[src/rtl/rle_pkg.sv]
// Shared types and constants for the run-length encoder slice.
package rle_pkg;

  typedef enum logic [2:0] {
    IDLE    = 3'd0,
    REQ     = 3'd1,
    COLLECT = 3'd2,
    FLUSH   = 3'd3,
    DONE    = 3'd4
  } state_t;

  localparam logic [7:0] CHAR_A   = 8'd65;
  localparam logic [7:0] CHAR_Z   = 8'd90;
  localparam logic [7:0] CHAR_END = 8'd36;

endpackage

[src/rtl/rle_run_tracker.sv]
// Tracks the current run (char, count) and strobes out a closed run.
// emit/emit_char/emit_cnt are combinational; the top registers them.
module rle_run_tracker
  import rle_pkg::*;
#(
  parameter int unsigned CNT_W = 4
) (
  input  logic             clk,
  input  logic             rst,
  input  logic             consume,
  input  logic             flush,
  input  logic             clear,
  input  logic [7:0]       data,
  output logic             emit,
  output logic [7:0]       emit_char,
  output logic [CNT_W-1:0] emit_cnt
);

  localparam logic [CNT_W-1:0] CNT_MAX = '1;

  logic [7:0]       cur_char;
  logic [CNT_W-1:0] cur_cnt;
  logic             have_run;
  logic             close_run;

  // A run closes on a different char or when the counter is saturated.
  always_comb begin
    close_run = have_run && consume && ((data != cur_char) || (cur_cnt == CNT_MAX));
    emit      = close_run || (flush && have_run);
    emit_char = cur_char;
    emit_cnt  = cur_cnt;
  end

  // Run state: load, extend, or restart on each consumed character.
  always_ff @(posedge clk) begin
    if (rst) begin
      cur_char <= '0;
      cur_cnt  <= '0;
      have_run <= 1'b0;
    end else if (clear) begin
      cur_cnt  <= '0;
      have_run <= 1'b0;
    end else if (consume) begin
      have_run <= 1'b1;
      cur_char <= data;
      if (have_run && !close_run)
        cur_cnt <= cur_cnt + CNT_W'(1);
      else
        cur_cnt <= CNT_W'(1);
    end
  end

endmodule

[src/rtl/rle_encoder.sv]
// Run-length encoder fed by the letter-buffer FIFO.
// Optional macro RLE_CHECKSUM_EN adds rle_sum, a mod-256 sum of the batch.
module rle_encoder
  import rle_pkg::*;
#(
  parameter int unsigned CNT_W = 4
) (
  input  logic             clk,
  input  logic             rst,
  input  logic             start,
  output logic             ready_fifo,
  input  logic             valid_fifo,
  input  logic             done_fifo,
  input  logic [7:0]       fifo_data,
  output logic             rle_valid,
  output logic [7:0]       rle_char,
  output logic [CNT_W-1:0] rle_count,
  output logic             rle_done,
`ifdef RLE_CHECKSUM_EN
  output logic [7:0]       rle_sum,
`endif
  output logic             busy
);

  state_t           state, next_state;
  logic             consume, flush, clear;
  logic             emit;
  logic [7:0]       emit_char;
  logic [CNT_W-1:0] emit_cnt;
  logic             ready_d, busy_d, done_d;

  assign consume = (state == COLLECT) && valid_fifo;
  assign flush   = (state == COLLECT) && done_fifo;
  assign clear   = (state == DONE);

  rle_run_tracker #(.CNT_W(CNT_W)) u_tracker (
    .clk       (clk),
    .rst       (rst),
    .consume   (consume),
    .flush     (flush),
    .clear     (clear),
    .data      (fifo_data),
    .emit      (emit),
    .emit_char (emit_char),
    .emit_cnt  (emit_cnt)
  );

  // State register.
  always_ff @(posedge clk) begin
    if (rst) state <= IDLE;
    else     state <= next_state;
  end

  // Next-state logic.
  always_comb begin
    next_state = state;
    unique case (state)
      IDLE:    if (start) next_state = REQ;
      REQ:     next_state = COLLECT;
      COLLECT: if (done_fifo) next_state = FLUSH;
      FLUSH:   next_state = DONE;
      DONE:    next_state = IDLE;
      default: next_state = IDLE;
    endcase
  end

  // Outputs decoded from next_state so the registered copies line up with state.
  // The final pair is closed on done_fifo, so it is visible during FLUSH.
  always_comb begin
    ready_d = (next_state == REQ);
    busy_d  = (next_state != IDLE);
    done_d  = (next_state == DONE);
  end

  // Output registers.
  always_ff @(posedge clk) begin
    if (rst) begin
      ready_fifo <= 1'b0;
      busy       <= 1'b0;
      rle_done   <= 1'b0;
      rle_valid  <= 1'b0;
      rle_char   <= '0;
      rle_count  <= '0;
    end else begin
      ready_fifo <= ready_d;
      busy       <= busy_d;
      rle_done   <= done_d;
      rle_valid  <= emit;
      rle_char   <= emit ? emit_char : '0;
      rle_count  <= emit ? emit_cnt  : '0;
    end
  end

`ifdef RLE_CHECKSUM_EN
  // Batch checksum: cleared on request, accumulates every consumed char.
  always_ff @(posedge clk) begin
    if (rst)                rle_sum <= '0;
    else if (state == REQ)  rle_sum <= '0;
    else if (consume)       rle_sum <= rle_sum + fifo_data;
  end
`endif

endmodule

[config.mk]
export PLATFORM = sky130hd
export DESIGN_NAME = rle_encoder
export DESIGN_NICKNAME = d
export VERILOG_FILES = /design/src/rtl/rle_pkg.sv /design/src/rtl/rle_run_tracker.sv /design/src/rtl/rle_encoder.sv
export SDC_FILE = /design/constraint.sdc
export NUM_CORES = 1
export LEC_CHECK = 0
export ABC_AREA = 1
export CORE_UTILIZATION = 45
export CTS_BUF_LIST = sky130_fd_sc_hd__clkbuf_4
export CTS_CLUSTER_DIAMETER = 200
export CTS_CLUSTER_SIZE = 25
export DETAILED_ROUTE_END_ITERATION = 6
export DONT_BUFFER_PORTS = 1
export PLACE_DENSITY = 0.66
export SLEW_MARGIN = 20
export SYNTH_ARGS = -nofsm -noshare
export SYNTH_HDL_FRONTEND = slang
export SYNTH_HIERARCHICAL = 1
export SYNTH_SLANG_ARGS = --single-unit
[constraint.sdc]
create_clock -name clk -period 2.1 [get_ports clk]
set_clock_uncertainty 0.05 [all_clocks]
set_input_delay 0.105 -clock clk [delete_from_list [all_inputs] [get_ports clk]]
set_output_delay 0.105 -clock clk [all_outputs]
set_load 0.02 [all_outputs]
==> results of run 1 <==
[state kept, by name, indices dropped and copies added, names as in the netlist, 3 cells and up]
register,count
rle_char,8
u_tracker/emit_char,8
rle_count,4
u_tracker/emit_cnt,4
state,3
[metal layers]
| layer | routed length [microns] | vias to the layer above |
|---|---|---|
| met2 | 1190 | 37 |
| met5 | 0 | - |
| met4 | 74 | 0 |
| met1 | 1110 | 491 |
| met3 | 163 | 7 |
| li1 | - | 576 |
[per-stage QoR]
| stage | utilization | hold WS [ns] | power [mW] |
|---|---|---|---|
| 3_5_place_dp | 0.486 | 0.129 | 0.756 |
| 3_3_place_gp | 0.486 | 0.128 | 0.752 |
| 2_1_floorplan | - | 0.124 | 0.737 |
| 5_1_grt | 0.555 | 0.126 | 1.28 |
| 4_1_cts | 0.555 | 0.0624 | 1.24 |
| 6_report | 0.555 | 0.0696 | 1.23 |
[cell type report]
cell class | instances | area (sq um)
Clock buffer | 6 | 45.0
Multi-Input combinational cell | 105 | 503
Inverter | 40 | 150
Timing Repair Buffer | 12 | 118
Clock inverter | 2 | 35.0
Fill cell | 268 | 1230
Tap cell | 31 | 38.8
Sequential cell | 32 | 641
[critical path, delay by kind of cell (launching register included)]
| kind | cells | cell delay [ns] |
|---|---|---|
| flip-flops | 1 | 0.38 |
| buffers and inverters | 4 | 0.49 |
| AND/OR/NAND/NOR | 4 | 0.65 |
[worst paths after layout]
check	startpoint	end	slack (ns)	cells past startpoint
worst max-delay path	state[1]$_SDFF_PP0_	u_tracker/emit_char[6]$_SDFFE_PP0P_	0.45	8
worst min-delay path	fifo_data[1]	u_tracker/emit_cnt[1]$_SDFFE_PP0P_	0.07	5
worst max register to register	state[1]$_SDFF_PP0_	u_tracker/emit_char[6]$_SDFFE_PP0P_	0.45	8
worst min register to register	u_tracker/emit_char[7]$_SDFFE_PP0P_	rle_char[7]$_SDFF_PP0_	0.41	2
[Yosys cell counts]
| library cell | number |
|---|---|
| a21oi_1 | 9 |
| a31oi_1 | 1 |
| buf_6 | 2 |
| dfxtp_1 | 32 |
| ha_1 | 1 |
| inv_1 | 37 |
| inv_2 | 3 |
| nand2_1 | 31 |
| nand2_2 | 1 |
| nand3_1 | 4 |
| nand4_1 | 5 |
| nor2_1 | 30 |
| nor2_2 | 3 |
| nor2_4 | 1 |
| nor3_1 | 2 |
| nor4_1 | 1 |
| o21ai_0 | 8 |
| o21ai_1 | 1 |
| xnor2_1 | 2 |
| xor2_1 | 5 |
[where the power goes]
| group | internal, mW | leakage [nW] | switching (mW) | total [mW] |
|---|---|---|---|---|
| Sequential | 0.626 | 0.259 | 0.0222 | 0.648 |
| Combinational | 0.0496 | 0.383 | 0.0657 | 0.115 |
| Clock | 0.262 | 0.0456 | 0.201 | 0.464 |
[kinds of logic (layout without fill, tap and decap cells)]
| logic type | count (synthesis) | in the layout |
|---|---|---|
| simple gates | 78 | 78 |
| buf+inv | 42 | 60 |
| flops | 32 | 32 |
| compound gates | 19 | 19 |
| xor+xnor | 7 | 7 |
| fa+ha+maj | 1 | 1 |
==> metrics.md, run 1 <==
| Metric | Value |
|---|---|
| Critical Path RT | 2.27 ns |
| Syn Nets | 193 |
| Ports | 29 |
| Setup WS post-layout | 0.445 ns |
| Place WS | 0.490 ns |
| Critical path class | flip-flop to flip-flop |
| Power per standard cell area | 802 mW/mm^2 |
| Syn_area_per_cell | 7.35 sq um |
| Final HPWL DP | 1.82 mm |
| Max-cap violations | 0 |
| Hold crit path type | input port to flip-flop |
| Pin count of the biggest net entering global routing | 15 |
| Top post-synthesis cells by area | dfxtp_1, inv_1, nand2_1 |
| Register area share after synthesis | 0.487 |
| Routability cong. | 0.760 |
| Synth Register Bits | 32 |
| Fin area | 0.00153 sq mm |
| CP Capture Type | flip-flop |
| Syn-to-layout area delta | 16.3% |
| Outcome | finished clean |
| LEAKAGE | 0.688 nW |
| CTS sink cnt | 32 |
| Cells after synthesis | 179 |
| Worst path slowest cell | dfxtp_1 |
| Largest stage delay on the critical path | 0.38 ns |
| Vias | 1,111 |
| Yosys Warn Count | 6 |
| Post-synth top area cell | dfxtp_1 |
| Vias in the first global route | 1,044 |
| DP Area | 0.00134 sq mm |
| Mux cell area share after synthesis | 0 |
| 1st-iter DRT viols | 19 |
| Cell Chain, Critical Path | inv_1 -> nor4_1 -> buf_4 -> inv_2 -> nor2_4 -> inv_1 -> nor2_1 -> nor2_1 |
| Area of the die | 0.00315 sq mm |
| Peak supply drop | 0.746 mV |
| TritonCTS Buffers | 5 |
| Most frequent cells in the layout | inv_1, dfxtp_1, nand2_1 |
| Quantity of gates resized following cts | 0 |
| Commonest non-fill, non-tap cell in the layout | inv_1 |
| Met3 usage | 0.0698 |
| WP data arrival | 1.83 ns |
| Unrepaired setup endpoints after global routing | no |
| Aggregate negative setup slack | 0 ns |
| Tmin final | 1.65 ns |
| Post-route ant nets | 0 |
| Via density | 4.87 |
| Cell area after synthesis | 0.00132 sq mm |
| Largest family of logic cells by synthesized area | simple AND/OR/NAND/NOR gates |
| IO Port Bufs | 0 |
| CP max FO | 14 |
| GR Overflow Total | 0 |
| Hold Buf Count CTS | 11 |
| Top cell type's share of synthesized area | 0.487 |
| Slew HR | 0.783 |
| Final Cycle Share | 0.788 |
| Post-CTS setup buffers | 0 |
| Root buf cell | clkbuf_4 |
| Post-Synth Simple-Gate Area | 0.253 |
| Post-Route WL | 2.54 mm |
| DRT Pass-1 Iters | 4 |
| CTS Buffer Depth | 2 |
| # DRC | 0 |
| CTS tree | done |
| Synth Area in Adders | 0.00951 |
| Routed len/inst | 11.1 microns |
| Hold Vio Cnt, Final | 0 |
| Initial antenna violation count | 0 |
| Die width | 56.1 microns |
| Row count | 19 |
| Share of layout cells above drive strength 1 | 0.0863 |
| Met1 usage | 0.204 |
| Fin cells | 228 |
| Slew @ Worst Pin | 0.325 ns |
| # setup viols final | 0 |
| Htree depth | 2 |
| Final nets | 210 |
| First-pass GRT wire length | 4.29 mm |
| Xor and xnor area share after synthesis | 0.0466 |
| Core area | 0.00276 sq mm |
| Die Y | 56.1 microns |
| M2 GR Usage | 0.298 |
| N_diodes | 0 |
| Skew-Pair Late Insertion Delay | 0.33 ns |
| Library cells used by synthesis | 20 |
| Highest Clock Rate | 0.604 GHz |
| GRT Util Overall | 0.182 |
| Synth Area in Compound Gates | 0.0732 |
| Max Slew Vio Count | 0 |
| Gr busiest metal | met2 |
| Initial Utilization | 0.477 |
| Startpoint types | flip-flop |
| Clock transition at the registers of the reported paths | 0.09 ns |
| DP Cell Count | 209 |
(Power assumes the default switching activity.)
==> run 2, diff against run 1 <==
==> constraint.sdc (replaced) <==
create_clock -name clk -period 1.6 [get_ports clk]
set_clock_uncertainty 0.05 [all_clocks]
set_input_delay 0.08 -clock clk [delete_from_list [all_inputs] [get_ports clk]]
set_output_delay 0.08 -clock clk [all_outputs]
set_load 0.02 [all_outputs]
==> run 2 against run 1 <==
Compared with the run above:
- core utilization rose by 3.6 points
- non-clock buffer count rose by 5
- combinational power rose by 65%
- largest cell class unchanged
- worst hold slack got worse by 0.038 ns
- count of clock-buffer cells in the layout fell by 1
- largest power group unchanged
- clock power fell by 13%
- sequential share of layout area fell by 1.7 points
- design area rose by 6.5%
- wire length rose by 18%
==> metrics.md, run 2 (synthesis gave the netlist of run 1 again) <==
| Metric | Value |
|---|---|
| CP Capture Type | flip-flop |
| Share of layout cells above drive strength 1 | 0.173 (+0.0870) |
| Routed len/inst | 12.9 microns (+16%) |
| 1st-iter DRT viols | 42 (+23) |
| # setup viols final | 0 (unchanged) |
| Routability cong. | 0.826 (+8.7%) |
| GR Overflow Total | 0 (unchanged) |
| CP top delay family | simple AND/OR/NAND/NOR gates |
| Final Cycle Share | 0.970 (+0.182) |
| Crit path top cell by count | nand2_2 |
| N_diodes | 0 (unchanged) |
| GRT Util Overall | 0.208 (+0.0258) |
| TritonCTS Buffers | 5 (unchanged) |
| Initial Utilization | 0.477 (unchanged) |
| Ports | 29 (unchanged) |
| Clock transition at the registers of the reported paths | 0.09 ns (about the same) |
| Htree depth | 2 (unchanged) |
| M2 GR Usage | 0.362 (+0.0646) |
| Pin count of the biggest net entering global routing | 14 (-1) |
| CTS Buffer Depth | 2 (unchanged) |
| Place WS | 0.00907 ns (-0.481 ns) |
| Buf+Inv Stages, Crit Path | 1 (-3) |
| Highest Clock Rate | 0.644 GHz (+6.7%) |
| Power per standard cell area | 888 mW/mm^2 (+11%) |
| CP max FO | 7 (-7) |
| Vias in the first global route | 1,148 (+10%) |
| Aggregate negative setup slack | 0 ns (unchanged) |
| Critical path class | flip-flop to flip-flop |
| WP data arrival | 1.73 ns (-0.10 ns) |
| Most frequent cells in the layout | inv_1, nor2_1, nand2_1 |
| Syn-to-layout area delta | 23.8% |
| CTS sink cnt | 32 (unchanged) |
| Met1 usage | 0.223 (+0.0187) |
| Tmin final | 1.55 ns (-0.103 ns) |
| IO Port Bufs | 0 (unchanged) |
| LEAKAGE | 0.727 nW (+5.7%) |
| Core area | 0.00276 sq mm (unchanged) |
| Startpoint types | flip-flop |
| Slew @ Worst Pin | 0.343 ns (+0.0182 ns) |
| First-pass GRT wire length | 4.95 mm (+15%) |
| Gr busiest metal | met2 |
| Hold crit path type | input port to flip-flop |
| Row count | 19 (unchanged) |
| Final HPWL DP | 1.90 mm (+4.1%) |
| Die Y | 56.1 microns (unchanged) |
| CTS tree | done |
| Met3 usage | 0.0744 (+0.00465) |
| Largest stage delay on the critical path | 0.36 ns (-0.02 ns) |
| Area of the die | 0.00315 sq mm (unchanged) |
| Cell Chain, Critical Path | inv_1 -> nand2_1 -> nand2_2 -> nor2_2 -> nand2_2 -> nor2_4 -> nand2_2 -> a21oi_2 -> nor2_4 -> nand2_4 -> nor2_1 |
| Final nets | 216 (+2.9%) |
| # DRC | 0 (unchanged) |
| Vias | 1,171 (+5.4%) |
| Max-cap violations | 0 (unchanged) |
| Outcome | finished clean |
| Worst path slowest cell | dfxtp_2 |
| Commonest non-fill, non-tap cell in the layout | inv_1 |
| Setup WS post-layout | 0.0484 ns (-0.397 ns) |
| Die width | 56.1 microns (unchanged) |
| Slew HR | 0.770 (-0.0131) |
| Via density | 5.03 (+3.1%) |
| Max Slew Vio Count | 0 (unchanged) |
| Post-Route WL | 3.01 mm (+18%) |
| Peak supply drop | 0.673 mV (-9.8%) |
| Hold Vio Cnt, Final | 0 (unchanged) |
| Post-route ant nets | 0 (unchanged) |
| Critical Path RT | 1.78 ns (-0.49 ns) |
| Skew-Pair Late Insertion Delay | 0.33 ns (about the same) |
| DRT Pass-1 Iters | 4 (unchanged) |
| Initial antenna violation count | 0 (unchanged) |
| Root buf cell | clkbuf_4 |
-- run 2: cell types whose count changed in the layout (fill, tap and decap cells not counted), sizes merged --
| cell | before | now |
|---|---|---|
| buf | 1 | 5 |
| bufinv | 1 | 0 |
| clkbuf | 6 | 5 |
| clkinv | 1 | 2 |
| dlygate4sd3 | 11 | 12 |
| nand2 | 32 | 33 |
-- run 2: layout make-up --
| type | instances | area (sq um) |
|---|---|---|
| inverter | 40 | 150 |
| clock buffer | 5 | 37.5 |
| tap | 31 | 38.8 |
| sequential | 32 | 654 |
| fill | 258 | 1130 |
| multi-input combinational | 106 | 571 |
| timing repair buffer | 17 | 170 |
| clock inverter | 2 | 7.51 |
-- run 2: worst register-to-register path: cells and delay by family (launching register included) --
kind | cells | cell delay [ns]
AND/OR/NAND/NOR | 9 | 0.79
AO/OA/AOI/OAI | 1 | 0.19
flip-flops | 1 | 0.36
buffers and inverters | 1 | 0.05
-- run 2: per-layer routing --
layer / part of all wire / routed length, microns
met2: 0.49 / 1480
met5: 0 / 0
met1: 0.42 / 1270
met3: 0.063 / 189
met4: 0.022 / 65
-- run 2: power breakdown --
group          internal [mW]  switching, mW  total, mW
Combinational         0.0817          0.108      0.190
Sequential             0.821         0.0301      0.851
Clock                  0.153          0.253      0.406
-- run 2: path summary, 6_finish.rpt --
| check | cells after the start | start | endpoint | slack, ns |
|---|---|---|---|---|
| hold reg to reg | 2 | u_tracker/emit_char[0]$_SDFFE_PP0P_ | rle_char[0]$_SDFF_PP0_ | 0.41 |
| hold / removal | 5 | fifo_data[1] | u_tracker/emit_cnt[1]$_SDFFE_PP0P_ | 0.03 |
| setup / recovery | 11 | u_tracker/emit_char[2]$_SDFFE_PP0P_ | rle_count[1]$_SDFF_PP0_ | 0.05 |
| setup reg to reg | 11 | u_tracker/emit_char[2]$_SDFFE_PP0P_ | rle_count[1]$_SDFF_PP0_ | 0.05 |
-- run 2: stage by stage --
stage	util	hold slack [ns]	power (mW)	instances	cell area (sq um)
2_1_floorplan	-	0.0991	0.969	179	1320
3_3_place_gp	0.498	0.103	0.998	211	1370
3_5_place_dp	0.498	0.109	1.00	211	1370
4_1_cts	0.566	0.0188	1.43	231	1560
5_1_grt	0.591	0.0318	1.51	233	1630
6_report	0.591	0.0319	1.45	233	1630
-- run 2: timing repair --
action                                 4_1_cts  5_1_grt
buffers inserted                             0        2
hold buffers                                12        0
gates resized for setup                      4       19
endpoints found under the hold margin       31        0
pin swaps                                    1        5
cloned                                       1        0
setup endpoints to repair                   13       21
==> run 3, diff against run 2 <==
--- a/config.mk
+++ b/config.mk
@@ -16,5 +16,4 @@
 export SLEW_MARGIN = 20
 export SYNTH_ARGS = -nofsm -noshare
 export SYNTH_HDL_FRONTEND = slang
-export SYNTH_HIERARCHICAL = 1
 export SYNTH_SLANG_ARGS = --single-unit
==> run 3 against run 2 <==
Compared with the run above:
- largest power group unchanged
- core utilization decreased by 2.4 points
- final cell count decreased by 5.6%
- critical path type unchanged
- global-route usage shrank 3.1 points
- highest routed layer unchanged
- die area is 1.5% lower
- largest cell class unchanged
- design area shrank 4.9%
- sequential power up 2.8%
- first-iteration DRC count up 21%
==> metrics.md, run 3 <==
| Metric | Value |
|---|---|
| Outcome | finished clean |
| Core area | 0.00273 sq mm (-0.86%) |
| Area of the die | 0.00310 sq mm (-1.5%) |
| Clock transition at the registers of the reported paths | 0.10 ns (about the same) |
| Tmin final | 1.45 ns (-0.102 ns) |
| Worst Hold Slack | 0.0129 ns (-0.0190 ns) |
| Critical path class | flip-flop to flip-flop |
| Syn_area_per_cell | 7.67 sq um (+4.3%) |
| Fill cells | 251 (-2.7%) |
| # DRC | 0 (unchanged) |
| Slew HR | 0.711 (-0.0589) |
| TritonCTS Buffers | 5 (unchanged) |
| CP Capture Type | flip-flop |
| Synth Register Bits | 32 (unchanged) |
| Reg2Reg Depth | 10 (-1) |
| Top post-synthesis cells by area | dfxtp_1, nand2_1, inv_1 |
| Library cells used by synthesis | 21 (+5.0%) |
| Die Y | 55.7 microns (-0.74%) |
| Largest stage delay on the critical path | 0.33 ns (-0.03 ns) |
| Final HPWL DP | 1.73 mm (-8.8%) |
| Htree depth | 2 (unchanged) |
| Most frequent cells in the layout | nand2_1, dfxtp_1, inv_1 |
| Pin count of the biggest net entering global routing | 14 (unchanged) |
| Mux cell area share after synthesis | 0 (unchanged) |
| CP max FO | 6 (-1) |
| CTS sink cnt | 32 (unchanged) |
| CTS tree | done |
| Yosys Warn Count | 0 (-6) |
| Xor and xnor area share after synthesis | 0.0270 (-0.0196) |
| Synth Area in Adders | 0.00965 (+0.000147) |
| Post-synth ARST share | 0 (unchanged) |
| Max Slew Vio Count | 0 (unchanged) |
| DRT Pass-1 Iters | 4 (unchanged) |
| Post-CTS setup buffers | 0 (unchanged) |
| Post-Route WL | 2.44 mm (-19%) |
| Initial Utilization | 0.474 (-0.00317) |
| CTS Buffer Depth | 2 (unchanged) |
| WP data arrival | 1.63 ns (-0.10 ns) |
| 1st-iter DRT viols | 51 (+21%) |
| Hold crit path type | input port to flip-flop |
| Peak supply drop | 0.667 mV (-0.89%) |
| Cell Chain, Critical Path | ha_1 -> nand3_1 -> nand3_1 -> nor2_1 -> nand4_1 -> nand2_1 -> nand2_1 -> nand2_2 -> buf_6 -> inv_1 |
| Most used DFF post-synth | dfxtp_1 |
| Core Util, Final | 0.567 (-0.0242) |
| Max-cap violations | 0 (unchanged) |
| Top cell type's share of synthesized area | 0.494 (+0.00752) |
| Highest Clock Rate | 0.690 GHz (+7.0%) |
| Initial antenna violation count | 0 (unchanged) |
| GR Overflow Total | 0 (unchanged) |
| Largest family of logic cells by synthesized area | simple AND/OR/NAND/NOR gates |
| Via density | 4.95 (-1.6%) |
| Power per standard cell area | 1080 mW/mm^2 (+22%) |
| Slew @ Worst Pin | 0.429 ns (+0.0864 ns) |
| N_diodes | 0 (unchanged) |
| Routability cong. | 0.789 (-4.5%) |
| Routed len/inst | 11.1 microns (-14%) |
| Register area share after synthesis | 0.494 (+0.00752) |
| Top cells by count, synth | nand2_1, dfxtp_1, inv_1 |
| Vias | 1,088 (-7.1%) |
| Post-synth top area cell | dfxtp_1 |
| Vias in the first global route | 1,059 (-7.8%) |
| Die width | 55.7 microns (-0.74%) |
| Most common cell in the synthesized netlist | nand2_1 |
| Syn-to-layout area delta | 19.5% |
| Startpoint types | flip-flop |
| Final Cycle Share | 0.906 (-0.0638) |
| GRT Util Overall | 0.177 (-0.0306) |
| Fin area | 0.00155 sq mm (-4.9%) |
| Syn Nets | 183 (-5.2%) |
| Cell area after synthesis | 0.00130 sq mm (-1.5%) |
| EDFF count, synth | 0 (unchanged) |
| Worst path slowest cell | dfxtp_1 |
| Commonest non-fill, non-tap cell in the layout | nand2_1 |
| LEAKAGE | 0.669 nW (-8.0%) |
| Critical Path RT | 1.78 ns (about the same) |
| Row count | 19 (unchanged) |
| Skew-Pair Late Insertion Delay | 0.33 ns (about the same) |
| Root buf cell | clkbuf_4 |
| Unrepaired setup endpoints after global routing | no |
| First-pass GRT wire length | 4.22 mm (-15%) |
| Post-route ant nets | 0 (unchanged) |
| Synth Area in Compound Gates | 0.0936 (+0.0204) |
| Ports | 29 (unchanged) |
| WHS Path Cells | 4 (-1) |
| Cells after synthesis | 169 (-5.6%) |
| Final nets | 202 (-6.5%) |
| Aggregate negative setup slack | 0 ns (unchanged) |
| Hold Vio Cnt, Final | 0 (unchanged) |
| IO Port Bufs | 0 (unchanged) |
| Share of layout cells above drive strength 1 | 0.148 (-0.0251) |
| Post-Synth Simple-Gate Area | 0.268 (+0.0155) |
| # setup viols final | 0 (unchanged) |
| DP Area | 0.00135 sq mm (-2.0%) |
[run 3: cell count changes in the layout (fill, tap and decap cells not counted), moves of 5 or more]
cell     previous run  this run
inv_1              37        30
dfxtp_2             5         0
nor2_2              2         9
nor2_1             29        14
nand2_1            27        34
dfxtp_1            25        32
[run 3: cell type report]
class	count	area, sq um	area share
Sequential cell	32	641	0.414
Tap cell	31	38.8	0.0250
Clock buffer	6	45.0	0.0291
Multi-Input combinational cell	103	526	0.339
Inverter	30	113	0.0727
Clock inverter	2	35.0	0.0226
Timing Repair Buffer	16	151	0.0977
[run 3: cell families after synthesis]
kind of cell	Yosys count
AND/OR/NAND/NOR	75
flip-flops	32
XOR/XNOR	4
adder cells (fa/ha/maj)	1
AO/OA/AOI/OAI	23
buffers and inverters	34
[run 3: path summary, 6_finish.rpt]
kind                                            from                                 end  slack [ns]
setup reg to reg  u_tracker.emit_cnt[0]$_SDFFE_PP0P_                rle_valid$_SDFF_PP0_        0.15
setup / recovery  u_tracker.emit_cnt[0]$_SDFFE_PP0P_                rle_valid$_SDFF_PP0_        0.15
hold / removal                            valid_fifo  u_tracker.emit_cnt[1]$_SDFFE_PP0P_        0.01
hold reg to reg   u_tracker.emit_cnt[1]$_SDFFE_PP0P_             rle_count[1]$_SDFF_PP0_        0.42
[run 3: per-stage QoR]
stage | power [mW] | setup slack, ns | std cells
final | 1.67 | 0.150 | 220
after global routing | 1.75 | 0.0191 | 220
after CTS | 1.68 | 0.0995 | 220
after detailed placement | 1.05 | 0.113 | 201
after global placement | 1.05 | 0.106 | 201
after floorplan | 1.02 | 0.250 | 169
[run 3: layer usage]
metal / up-vias / track usage / part of all wire
li1: 557 / - / -
met1: 485 / 0.198 / 0.43
met2: 40 / 0.293 / 0.47
met3: 6 / 0.0721 / 0.071
met4: 0 / 0.0857 / 0.021
met5: - / 0 / 0
[run 3: timing repair]
action | in CTS | in global routing
resized for setup | 0 | 3
endpoints found under the setup margin | 0 | 4
hold buffers | 11 | 0
endpoints found under the hold margin | 14 | 0
[run 3: power by group]
group | internal [mW] | switching, mW
logic | 0.0798 | 0.111
registers | 0.836 | 0.0391
clock network | 0.344 | 0.263
total | 1.26 | 0.414
[run 3: critical path, delay by kind of cell, from the launching register on]
family / cells / cell delay (ns)
adder cells (fa/ha/maj): 1 / 0.22
buffers and inverters: 2 / 0.19
AND/OR/NAND/NOR: 7 / 0.55
flip-flops: 1 / 0.33
